`config.mk`:
```
export PLATFORM = sky130hd
export DESIGN_NAME = instr_fetch_unit_flat
export DESIGN_NICKNAME = d
export VERILOG_FILES = /design/src/rtl/instr_fetch_unit_if.sv /design/src/rtl/instr_fetch_unit.sv /design/src/flat_wrapper.sv
export SDC_FILE = /design/constraint.sdc
export NUM_CORES = 1
export LEC_CHECK = 0
export CORE_ASPECT_RATIO = 1.4
export CORE_MARGIN = 8
export CORE_UTILIZATION = 35
export CTS_CLUSTER_DIAMETER = 60
export DETAILED_ROUTE_END_ITERATION = 8
export PLACE_DENSITY = 0.71
export SLEW_MARGIN = 20
export SYNTH_ARGS = -nofsm -noshare
export SYNTH_HDL_FRONTEND = slang
export SYNTH_SLANG_ARGS = --single-unit
export TNS_END_PERCENT = 10
```
`constraint.sdc`:
```
create_clock -name clk -period 10.6 [get_ports clk]
set_input_delay 2.12 -clock clk [delete_from_list [all_inputs] [get_ports clk]]
set_output_delay 2.12 -clock clk [all_outputs]
set_load 0.01 [all_outputs]
```
`src/rtl/instr_fetch_unit_if.sv`:
```
// rtl/instr_fetch_unit_if.sv - instruction-memory request/response handshake
interface instr_fetch_unit_if #(
    parameter int PC_WIDTH = 32
);
    logic                req;
    logic [PC_WIDTH-1:0] addr;
    logic [31:0]         rdata;
    logic                valid;

    modport master (output req, output addr, input rdata, input valid);
    modport slave  (input req, input addr, output rdata, output valid);
endinterface

```
`src/rtl/instr_fetch_unit.sv`:
```
// rtl/instr_fetch_unit.sv - PC, fetch FSM, instruction register and retire counter
module instr_fetch_unit #(
    parameter int                  PC_WIDTH = 32,
    parameter logic [PC_WIDTH-1:0] RESET_PC = '0
) (
    input  logic                clk,
    input  logic                rst_n,
    instr_fetch_unit_if.master  imem,
    output logic [6:0]          opcode,
    output logic [5:0]          funct,
    output logic [4:0]          rs,
    output logic [4:0]          rt,
    output logic [4:0]          rd,
    output logic [31:0]         imm,
    output logic                instr_valid,
    input  logic                jump,
    input  logic                PCsrc,
    input  logic                stall,
    output logic [PC_WIDTH-1:0] pc,
    output logic [31:0]         retire_count
);

    typedef enum logic [1:0] {
        IDLE,
        FETCH,
        ISSUE
    } state_t;

    state_t              state_q, state_d;
    logic [PC_WIDTH-1:0] pc_q, pc_d, pc4, next_pc;
    logic [31:0]         ir_q, ir_d;
    logic [31:0]         retire_q, retire_d;

    always_ff @(posedge clk) begin
        if (!rst_n) begin
            state_q  <= IDLE;
            pc_q     <= RESET_PC;
            ir_q     <= '0;
            retire_q <= '0;
        end else begin
            state_q  <= state_d;
            pc_q     <= pc_d;
            ir_q     <= ir_d;
            retire_q <= retire_d;
        end
    end

    assign opcode       = {1'b0, ir_q[31:26]};
    assign funct        = ir_q[5:0];
    assign rs           = ir_q[25:21];
    assign rt           = ir_q[20:16];
    assign rd           = ir_q[15:11];
    assign imm          = {{16{ir_q[15]}}, ir_q[15:0]};
    assign pc           = pc_q;
    assign retire_count = retire_q;
    assign imem.addr    = pc_q;

    // Jump wins over a taken branch when the decoder raises both.
    always_comb begin
        pc4 = pc_q + PC_WIDTH'(4);
        if (jump) begin
            next_pc = {pc4[PC_WIDTH-1:28], ir_q[25:0], 2'b00};
        end else if (PCsrc) begin
            next_pc = pc4 + PC_WIDTH'(imm << 2);
        end else begin
            next_pc = pc4;
        end
    end

    always_comb begin
        state_d     = state_q;
        pc_d        = pc_q;
        ir_d        = ir_q;
        retire_d    = retire_q;
        imem.req    = 1'b0;
        instr_valid = 1'b0;
        case (state_q)
            IDLE: begin
                state_d = FETCH;
            end
            FETCH: begin
                imem.req = 1'b1;
                if (imem.valid) begin
                    ir_d    = imem.rdata;
                    state_d = ISSUE;
                end
            end
            ISSUE: begin
                instr_valid = 1'b1;
                if (!stall) begin
                    pc_d     = next_pc;
                    retire_d = retire_q + 32'd1;
                    state_d  = FETCH;
                end
            end
            default: begin
                state_d = IDLE;
            end
        endcase
    end

endmodule

```
`src/flat_wrapper.sv`:
```
// flat-port wrapper written by rule: the top's interface ports become plain ports
module instr_fetch_unit_flat 
#(
    parameter int                  PC_WIDTH = 32,
    parameter logic [PC_WIDTH-1:0] RESET_PC = '0
)
  (clk, rst_n, opcode, funct, rs, rt, rd, imm, instr_valid, jump, PCsrc, stall, pc, retire_count, imem_req, imem_addr, imem_rdata, imem_valid);
  instr_fetch_unit_if #(.PC_WIDTH(PC_WIDTH)) imem_i ();
  input  logic clk;
  input  logic rst_n;
  output logic [6:0] opcode;
  output logic [5:0] funct;
  output logic [4:0] rs;
  output logic [4:0] rt;
  output logic [4:0] rd;
  output logic [31:0] imm;
  output logic instr_valid;
  input  logic jump;
  input  logic PCsrc;
  input  logic stall;
  output logic [PC_WIDTH-1:0] pc;
  output logic [31:0] retire_count;
  output wire logic [$bits(imem_i.req)-1:0] imem_req;
  output wire logic [$bits(imem_i.addr)-1:0] imem_addr;
  input wire logic [$bits(imem_i.rdata)-1:0] imem_rdata;
  input wire logic [$bits(imem_i.valid)-1:0] imem_valid;
  assign imem_req = imem_i.req;
  assign imem_addr = imem_i.addr;
  assign imem_i.rdata = imem_rdata;
  assign imem_i.valid = imem_valid;
  instr_fetch_unit #(.PC_WIDTH(PC_WIDTH), .RESET_PC(RESET_PC)) u_core (.clk(clk), .rst_n(rst_n), .imem(imem_i), .opcode(opcode), .funct(funct), .rs(rs), .rt(rt), .rd(rd), .imm(imm), .instr_valid(instr_valid), .jump(jump), .PCsrc(PCsrc), .stall(stall), .pc(pc), .retire_count(retire_count));
endmodule
```
Word level (Yosys, flattened, before mapping)

Index checks and enable logic that the tools add are counted.

Input bits: 38
Logic and storage cells: 23
Output and inout bits: 158
Register bits after elaboration: 98

Bitwise logic cells: 1
Muxes and demuxes: 7
$add $sub $neg: 3
Reductions and logical operators: 4
Equality and inequality tests: 4

Operators by type and width:

| cell                                                             | count |
|---|---|
| 32-bit 2-to-1 mux                                                | 2 |
| 32-bit by 1-bit adder with 32-bit output (second input constant) | 1 |
| 32-bit by 3-bit adder with 32-bit output (second input constant) | 1 |
| 32-bit adder                                                     | 1 |
| 2-bit one-hot mux with 3 select lines                            | 1 |
| 2-bit AND reduction                                              | 3 |
| 2-bit 2-to-1 mux                                                 | 2 |
| 2-bit != test (second input constant)                            | 2 |
| 2-bit by 1-bit == test with 1-bit output (second input constant) | 1 |
| 2-bit == test (second input constant)                            | 1 |
| 2-bit zero test                                                  | 1 |
| 1-bit 2-to-1 mux                                                 | 2 |
| 1-bit NOT                                                        | 1 |

Depth between registers and ports, before layout

Gate-level depths: netlist of the first run.

Word-level depth: 4
Mapped depth: 15
Mapped depth without buffers: 15

Worst setup path before layout of the first run

Ideal clock, no wire load.

Kind: input to register
From: in stall
To: reg u_core.retire_q[24] (netlist: u_core.retire_count[24])
Required time: 10.524 ns
Path buffers: 1
Cell stages on the path: 8
Setup time: 0.076 ns
Arrival time: 3.638 ns
Path slack: 6.887 ns
Cell sequence: nor3b_2 nand3_1 or2_2 clkbuf_1 nor2_4 nand2_1 or3_1 a21boi_0

Word-level cells in the longest chain between the ends: 2

RTL lines:

| item                          | line                   | RTL |
|---|---|---|
| start: declaration            | flat_wrapper.sv:20     | `input logic stall;` |
| 1-bit NOT (no line)           | -                      |  |
| 2-bit AND reduction (no line) | -                      |  |
| end signal: assignment        | instr_fetch_unit.sv:44 | `retire_q <= retire_d;` |
| end: declaration              | instr_fetch_unit.sv:32 | `logic [31:0] retire_q, retire_d;` |

Every way passes these cells.
A chain may end at the register's enable or synchronous reset.

Worst setup path after layout of the first run

From: in jump
To: reg u_core.pc_q[31] (netlist: u_core.imem.addr[31])

Word-level cells in the longest chain between the ends: 1

RTL lines:

| item                   | line                   | RTL |
|---|---|---|
| start: declaration     | flat_wrapper.sv:18     | `input logic jump;` |
| 32-bit 2-to-1 mux      | instr_fetch_unit.sv:61 | `if (jump) begin` |
| end signal: assignment | instr_fetch_unit.sv:42 | `pc_q <= pc_d;` |
| end: declaration       | instr_fetch_unit.sv:30 | `logic [PC_WIDTH-1:0] pc_q, pc_d, pc4, next_pc;` |

Every way passes these cells.

==> impl_metrics.csv, run 1 <==
group,metric,value,unit
worst_hold_path,hold_end,"u_core.ir_q[28]",
die,die_width,135,µm
clock_network,postCtsSetupRepairBufs,0,
timing,fin_crit,5.09,ns
outcome,outcome,"finished clean",
worst_hold_path,hold_depth,2,
setup_path,cp_data_required_time,10.88,ns
clock_network,clk_latency,0.35,ns
clock_network,clkTransAtPathRegs,0.08,ns
setup_path,critPathArrivalTime,5.37,ns
clock_network,cts_sinks,96,
die,die_h,183,µm
global_routing,grt_max_degree,89,
pwr,p_leak,3.39,nW
layout,syn2layout_area_growth,28.7,%
synthesis,synth_top_area_frac,0.277,
worst_hold_path,hold_start,"u_core.ir_q[28]",
pwr,ir_drop,0.0722,mV
timing,rsz0062_at_grt,"no",
placement,place_congestion,0.888,
synthesis,netlist_area,0.00695,mm²
setup_path,end_kind,"flop",
route,via_per_inst,5.23,
setup_path,crit_type,"input port to flop",
layout,diodes,0,
synthesis,yosysTopAreaCell,"dfxtp_1",
timing,fin_ws,5.51,ns
placement,place.port_buffers,190,
timing,tightest_slew,0.900,ns
die,rows,61,
die,die-area,0.0247,mm²
synthesis,syn_area_per_cell,7.81,µm²
route,wl_per_cell,17.2,µm
clock_network,cts_tree,"yes",
pwr,combPwrFrac,0.140,
die,initial_core_util,0.353,
synthesis,yosys_warnings,0,
setup_path,crit_path_start_kind,"input port",
clock_network,cts_buffers,9,
clock_network,holdBufCountCts,0,
run,maxCapViolCount,0,
pwr,p_sw_frac,0.279,
layout,post-route-util,0.454,
placement,dpl.hpwl,16.5,mm
global_routing,grt_pass1_wl,34.2,mm
setup_path,worstReg2RegEnd,"u_core.imem.addr[31]",
global_routing,antenna_found_initial,0,
placement,post_dp_cell_area,0.00863,mm²
clock_network,cts-root-buf,"clkbuf_16",
timing,fmax,196,MHz
layout,drive_above_1_share,0.0465,
route,ant_nets,0,
layout,fin_cells,1262,
synthesis,synth-edff-count,0,
timing,tns,0,ns
synthesis,syn_inst,890,
setup_path,reg2reg_depth,14,
setup_path,r2r_slack,6.39,ns
setup_path,critical_path_peak_fanout,28,
route,wl,21.7,mm
timing,fin_worst_skew,0.0106,ns
synthesis,synthArstFlopShare,0,
synthesis,synth.most_common_cell,"nand2_1",
pwr,p_int,0.616,mW
route,route.detailed.drc,0,
global_routing,grtUsageTotal,0.170,
setup_path,crit-reg2reg-launch,"u_core.imem.addr[2]",
layout,post-route-cell-area,0.00895,mm²
synthesis,synth_seq_area_share,0.277,
timing,fin_crit_sh,0.480,
route,dr.first_iter.drc_count,305,
die,io_pins,196,
worst_hold_path,hp-class,"flop to flop",
clock_network,cts_max_path_buffers,2,
clock_network,cts_max_level,3,
route,vias,6595,
synthesis,synth_area_leaders,"dfxtp_1 (28%), nand2_1 (8.0%), ha_1 (6.8%), buf_4 (6.7%), xnor2_1 (6.3%)",
timing,timing.hold.ws,0.467,ns
route,first_pass_iters,5,
pwr,switchingPower,0.238,mW
synthesis,ys_seq_elements,96,
timing,drv_slew,0,
pwr,pwr-share-seq,0.445,
layout,nets,1082,
die,coreArea,0.0197,mm²
timing,final_hold_viol_count,0,
synthesis,synth_commonest_cells,"nand2_1 (148), dfxtp_1 (96), buf_4 (62)",
pwr,power_density,95.5,mW/mm²
pwr,power,0.854,mW
synthesis,synth_flop_cell,"dfxtp_1",
pwr,pwr-share-clk,0.415,
global_routing,overflow,0,
clock_network,ctsResizeCount,0,
placement,place_ws,5.16,ns
timing,setup_viol,0,
synthesis,ys_types,66,
global_routing,grt_pass1_vias,6534,
timing,max-slew-margin-rel,0.400,
placement,dp_cells,1246,
==> power groups by stage <==
stage	Combinational (mW)	Sequential, mW	Clock (mW)
6_report	0.119	0.380	0.355
3_5_place_dp	0.120	0.389	0
5_1_grt	0.130	0.382	0.375
3_3_place_gp	0.119	0.389	0
2_1_floorplan	0.0673	0.389	0
4_1_cts	0.120	0.380	0.365
==> placed cells by master, fill, tap and decap left out, types with 7 or more instances in the layout <==
master	instances
a21oi_1	45
a21boi_0	48
a211oi_1	7
nand3_1	26
nor3_1	14
xor2_1	24
inv_1	15
o21ai_0	44
or3_1	11
nor2_1	46
nand4_1	19
xnor2_1	50
clkbuf_16	9
nand2_1	148
a21o_1	8
clkdlybuf4s50_1	189
dfxtp_1	96
o211ai_1	13
and2_1	29
buf_4	7
ha_1	38
mux2i_1	8
nand2b_1	8
o31ai_1	10
and3_1	12
==> how the worst max path moves through the flow <==
stage	start	endpoint
2_1_floorplan	stall	u_core.retire_count[24]
4_1_cts	jump	u_core.imem.addr[31]
3_5_place_dp	jump	u_core.imem.addr[31]
3_3_place_gp	jump	u_core.imem.addr[31]
5_1_grt	jump	u_core.imem.addr[31]
6_report	jump	u_core.imem.addr[31]
==> critical path, cell delays in order <==
cell	delay, ns
clkdlybuf4s50_1	0.81
inv_2	0.63
nand2_1	0.51
or4_1	0.64
o211ai_1	0.21
mux2i_1	0.25
mux2i_1	0.19
==> registers in the layout, summed over array words and instances, names as in the netlist <==
name and count:
u_core.ir_q 32, u_core.state_q 2, u_core.imem.addr 30, u_core.retire_count 32
==> cell type report <==
class                   instances  area (µm²)
flip-flops and latches         96        1920
clock inverters                 7        88.8
repair buffers                197        1950
clock buffers                   9         225
fillers                      1984       10700
inverters                      16        60.1
well taps                     252         315
multi-input cells             685        4390
==> metal layers <==
layer,GRT usage,share of wire,vias up
met3,0.0369,0.068,29
met4,0.0575,0.022,0
met5,0,0,-
met2,0.309,0.51,213
li1,-,-,3267
met1,0.189,0.40,3086
==> kinds of logic after synthesis <==
logic type | Yosys count | share of synthesized area
other | 1 | 0.000540
muxes | 8 | 0.0115
xor gates and xnor gates | 74 | 0.0933
and+or+nand+nor | 347 | 0.245
DFF | 96 | 0.277
AOI/OAI and AO/OA | 212 | 0.207
buffers and inverters | 113 | 0.0949
adders and majority gates | 39 | 0.0713
Note: power is estimated with default switching activity, not from simulation.
==> inputs of run 2 (changes only) <==
==> constraint.sdc (replaced) <==
create_clock -name clk -period 5.1 [get_ports clk]
set_input_delay 1.02 -clock clk [delete_from_list [all_inputs] [get_ports clk]]
set_output_delay 1.02 -clock clk [all_outputs]
set_load 0.01 [all_outputs]
==> impl_metrics.csv, run 2 (synthesized netlist as in run 1, its figures left out) <==
group,metric,value,unit
pwr,power,1.75,mW
setup_path,crit-reg2reg-launch,"u_core.imem.addr[2]",
pwr,ir_drop,0.137,mV
clock_network,cts_sinks,96,
setup_path,crit_type,"flop to flop",
clock_network,cts-root-buf,"clkbuf_16",
route,via_per_inst,5.23,
route,vias,6619,
layout,post-route-cell-area,0.00896,mm²
route,ant_nets,0,
clock_network,cts_tree,"yes",
timing,fmax,255,MHz
layout,drive_above_1_share,0.0494,
layout,diodes,0,
run,maxCapViolCount,0,
outcome,outcome,"finished clean",
layout,final_common_cell,"clkdlybuf4s50_1",
setup_path,end_kind,"flop",
pwr,p_leak,3.41,nW
timing,fin_crit_sh,0.769,
layout,multi_input_area,0.00439,mm²
layout,fillerInstances,1997,
layout,fin_cells,1265,
timing,timing.hold.ws,0.469,ns
setup_path,critPathArrivalTime,4.22,ns
placement,post_dp_cell_area,0.00865,mm²
timing,fin_crit,3.92,ns
die,rows,61,
setup_path,worstReg2RegEnd,"u_core.imem.addr[31]",
timing,fin_worst_skew,0.0123,ns
route,route.detailed.drc,0,
placement,place_congestion,0.931,
die,io_pins,196,
pwr,power_density,196,mW/mm²
global_routing,overflow,0,
route,dr.first_iter.drc_count,307,
timing,rsz0062_at_grt,"no",
setup_path,crit_path_start_kind,"flop",
route,first_pass_iters,5,
clock_network,cts_max_level,3,
die,die-area,0.0247,mm²
die,coreArea,0.0197,mm²
global_routing,grt_pass1_vias,6543,
setup_path,r2r_slack,1.18,ns
clock_network,holdBufCountCts,0,
worst_hold_path,hold_depth,2,
die,die_h,183,µm
timing,setup_viol,0,
setup_path,critical_path_peak_fanout,9,
die,die_width,135,µm
layout,layout_common_cells,"clkdlybuf4s50_1 (189), nand2_1 (148), dfxtp_1 (96), xnor2_1 (50), a21boi_0 (48)",
clock_network,postCtsSetupRepairBufs,0,
timing,drv_slew,0,
worst_hold_path,hp-class,"flop to flop",
placement,dpl.hpwl,17.1,mm
layout,post-route-util,0.455,
layout,nets,1085,
setup_path,cp_data_required_time,5.39,ns
placement,place_ws,1.22,ns
layout,regArea,0.00192,mm²
clock_network,ctsResizeCount,0,
setup_path,reg2reg_depth,14,
worst_hold_path,hold_end,"u_core.ir_q[30]",
layout,syn2layout_area_growth,29.0,%
clock_network,clk_latency,0.36,ns
route,wl,22.5,mm
global_routing,grt_max_degree,60,
placement,place.port_buffers,190,
placement,dp_cells,1249,
die,initial_core_util,0.353,
timing,final_hold_viol_count,0,
clock_network,cts_buffers,9,
timing,tightest_slew,0.746,ns
worst_hold_path,hold_start,"u_core.ir_q[30]",
global_routing,grtUsageTotal,0.178,
global_routing,antenna_found_initial,0,
clock_network,clkTransAtPathRegs,0.08,ns
timing,fin_ws,1.18,ns
route,wl_per_cell,17.8,µm
global_routing,grt_pass1_wl,35.5,mm
clock_network,cts_max_path_buffers,2,
timing,max-slew-margin-rel,0.503,
timing,tns,0,ns
==> run 2: cell types whose count changed in the layout (fill, tap and decap cells not counted), sizes merged <==
cell	change
clkinv	+2
clkinvlp	-1
buf	+3
bufinv	-1
==> run 2: worst max path at each step <==
stage          slack [ns]                    to                  from  depth (start not counted)
3_5_place_dp         1.22  u_core.imem.addr[27]   u_core.imem.addr[2]                         14
5_1_grt              0.92  u_core.imem.addr[31]   u_core.imem.addr[5]                         14
6_report             1.18  u_core.imem.addr[31]   u_core.imem.addr[2]                         14
3_3_place_gp         1.36  u_core.imem.addr[27]   u_core.imem.addr[2]                         14
4_1_cts              1.19  u_core.imem.addr[27]   u_core.imem.addr[2]                         14
2_1_floorplan        1.61  u_core.imem.addr[27]  u_core.imem.addr[10]                         15
==> run 2: routing by layer <==
metal | vias to the layer above | share of wire | global-route usage
met3 | 44 | 0.071 | 0.0451
met1 | 3099 | 0.40 | 0.196
li1 | 3280 | - | -
met2 | 196 | 0.50 | 0.317
met5 | - | 0 | 0
met4 | 0 | 0.029 | 0.0744
==> run 2: cell type report <==
class                   count  share of cell area
repair buffers            200               0.220
flip-flops and latches     96               0.214
inverters                  16             0.00670
clock inverters             7             0.00935
clock buffers               9              0.0251
well taps                 252              0.0352
multi-input cells         685               0.489
==> run 2: power by group <==
part	switching, mW	internal (mW)	leakage [nW]
logic	0.132	0.122	2.48
registers	0.0240	0.765	0.777
clock network	0.361	0.350	0.149
==> run 2: critical path, cell delays in order, from the launching register on <==
cell      delay, ns
dfxtp_1        0.51
ha_1           0.24
nand4_1        0.18
nor2_1         0.42
nand4_1        0.18
xnor2_1        0.22
ha_1           0.35
a211oi_1       0.32
o21ai_0        0.14
a41oi_1        0.35
nand3_1        0.12
o31a_1         0.26
o211ai_1       0.11
mux2i_1        0.24
mux2i_1        0.19
==> inputs of run 3 (changes only) <==
==> constraint.sdc (replaced) <==
create_clock -name clk -period 4.1 [get_ports clk]
set_input_delay 0.82 -clock clk [delete_from_list [all_inputs] [get_ports clk]]
set_output_delay 0.82 -clock clk [all_outputs]
set_load 0.01 [all_outputs]
==> impl_metrics.csv, run 3 (synthesized netlist as in run 1, its figures left out) <==
group,metric,value,unit
clock_network,cts_buffers,9,
die,rows,61,
pwr,p_leak,3.46,nW
clock_network,cts_sinks,96,
timing,tightest_slew,0.726,ns
layout,fin_cells,1276,
global_routing,antenna_found_initial,0,
clock_network,clkTransAtPathRegs,0.08,ns
run,maxCapViolCount,0,
clock_network,ctsResizeCount,0,
pwr,p_sw_frac,0.293,
timing,tns,0,ns
clock_network,clk_latency,0.37,ns
die,die_h,183,µm
pwr,power,2.18,mW
timing,rsz0062_at_grt,"no",
layout,diodes,0,
layout,nets,1096,
route,wl,23.6,mm
die,io_pins,196,
route,dr.first_iter.drc_count,326,
setup_path,slowest_stage,"dfxtp_1",
setup_path,cp_data_required_time,4.35,ns
layout,post-route-util,0.460,
placement,dp_cells,1260,
route,first_pass_iters,5,
pwr,p_int,1.54,mW
outcome,outcome,"finished clean",
clock_network,holdBufCountCts,0,
layout,drive_above_1_share,0.0625,
setup_path,path_cells,"ha_1, nand4_1, or2_2, nor2_1, xor2_1, ha_1, a21o_1, o21bai_1, a211oi_1, o31ai_2, o21a_1, or4_1, a21oi_1, o21ai_0",
route,ant_nets,0,
die,die-area,0.0247,mm²
layout,fillerInstances,2025,
global_routing,grt_pass1_wl,36.5,mm
setup_path,crit_type,"flop to flop",
pwr,ir_drop,0.172,mV
timing,fin_crit,3.85,ns
setup_path,critical_path_peak_fanout,9,
setup_path,crit_path_max_incr_delay,0.47,ns
pwr,pwr-share-seq,0.449,
die,die_width,135,µm
pwr,switchingPower,0.641,mW
clock_network,cts_max_level,3,
timing,fmax,260,MHz
timing,fin_crit_sh,0.938,
placement,place_congestion,0.932,
route,route.detailed.drc,0,
layout,final_common_cell,"clkdlybuf4s50_1",
route,via_per_inst,5.31,
placement,place.port_buffers,190,
pwr,power_density,241,mW/mm²
layout,syn2layout_area_growth,30.3,%
clock_network,cts-root-buf,"clkbuf_16",
timing,fin_worst_skew,0.00923,ns
layout,layout_common_cells,"clkdlybuf4s50_1 (189), nand2_1 (148), dfxtp_1 (96), xnor2_1 (50), a21boi_0 (48)",
clock_network,postCtsSetupRepairBufs,0,
setup_path,crit_path_start_kind,"flop",
setup_path,crit_top_cell,"ha_1",
timing,drv_slew,0,
setup_path,end_kind,"flop",
timing,final_hold_viol_count,0,
global_routing,overflow,0,
die,initial_core_util,0.353,
global_routing,grt_pass1_vias,6697,
timing,timing.hold.ws,0.468,ns
clock_network,cts_max_path_buffers,2,
die,coreArea,0.0197,mm²
placement,dpl.hpwl,18.1,mm
global_routing,grtUsageTotal,0.186,
setup_path,critPathArrivalTime,4.10,ns
global_routing,grt_max_degree,47,
worst_hold_path,hp-class,"flop to flop",
timing,max-slew-margin-rel,0.516,
route,vias,6777,
timing,setup_viol,0,
pwr,combPwrFrac,0.148,
route,wl_per_cell,18.5,µm
pwr,pwr-share-clk,0.403,
clock_network,cts_tree,"yes",
[run 3: power by group through the flow]
stage | combinational [mW] | sequential, mW | clock, mW
after detailed placement | 0.324 | 1.00 | 0
after floorplan | 0.174 | 1.01 | 0
after global routing | 0.351 | 0.985 | 0.936
after global placement | 0.323 | 1.00 | 0
final | 0.323 | 0.982 | 0.880
after CTS | 0.326 | 0.982 | 0.901
[run 3: path summary, 6_finish.rpt]
check                      start                    to  slack [ns]  depth (start not counted)
max          u_core.imem.addr[2]  u_core.imem.addr[27]        0.25                         14
min              u_core.ir_q[27]       u_core.ir_q[27]        0.47                          2
max reg2reg  u_core.imem.addr[2]  u_core.imem.addr[27]        0.25                         14
min reg2reg      u_core.ir_q[27]       u_core.ir_q[27]        0.47                          2
[run 3: cell type report]
cell class,count,area [µm²],share of cell area
multi-input combinational,685,4400,0.486
timing repair buffer,211,2050,0.227
sequential,96,1920,0.212
tap,252,315,0.0348
clock buffer,9,225,0.0249
clock inverter,7,78.8,0.00870
inverter,16,60.1,0.00663
[run 3: critical path, delay by kind of cell (launching register included)]
kind,cells,cell delay [ns]
AOI/OAI and AO/OA,7,1.31
xor gates and xnor gates,1,0.20
adders and majority gates,2,0.60
DFF,1,0.47
and+or+nand+nor,4,1.15
[run 3: routing by layer]
metal  track usage  wire (µm)  up-vias  share of wire
met4        0.0963        945        0          0.040
li1              -          -     3301              -
met5             0          0        -              0
met1         0.194       9000     3164           0.38
met2         0.335      11900      253           0.51
met3        0.0454       1710       59          0.073
[run 3: through the flow]
step	setup WS, ns	instance area (µm²)
floorplan	0.606	6960
global placement	0.372	8740
detailed placement	0.278	8740
CTS	0.254	9040
global route	0.0166	9060
finish	0.254	9060
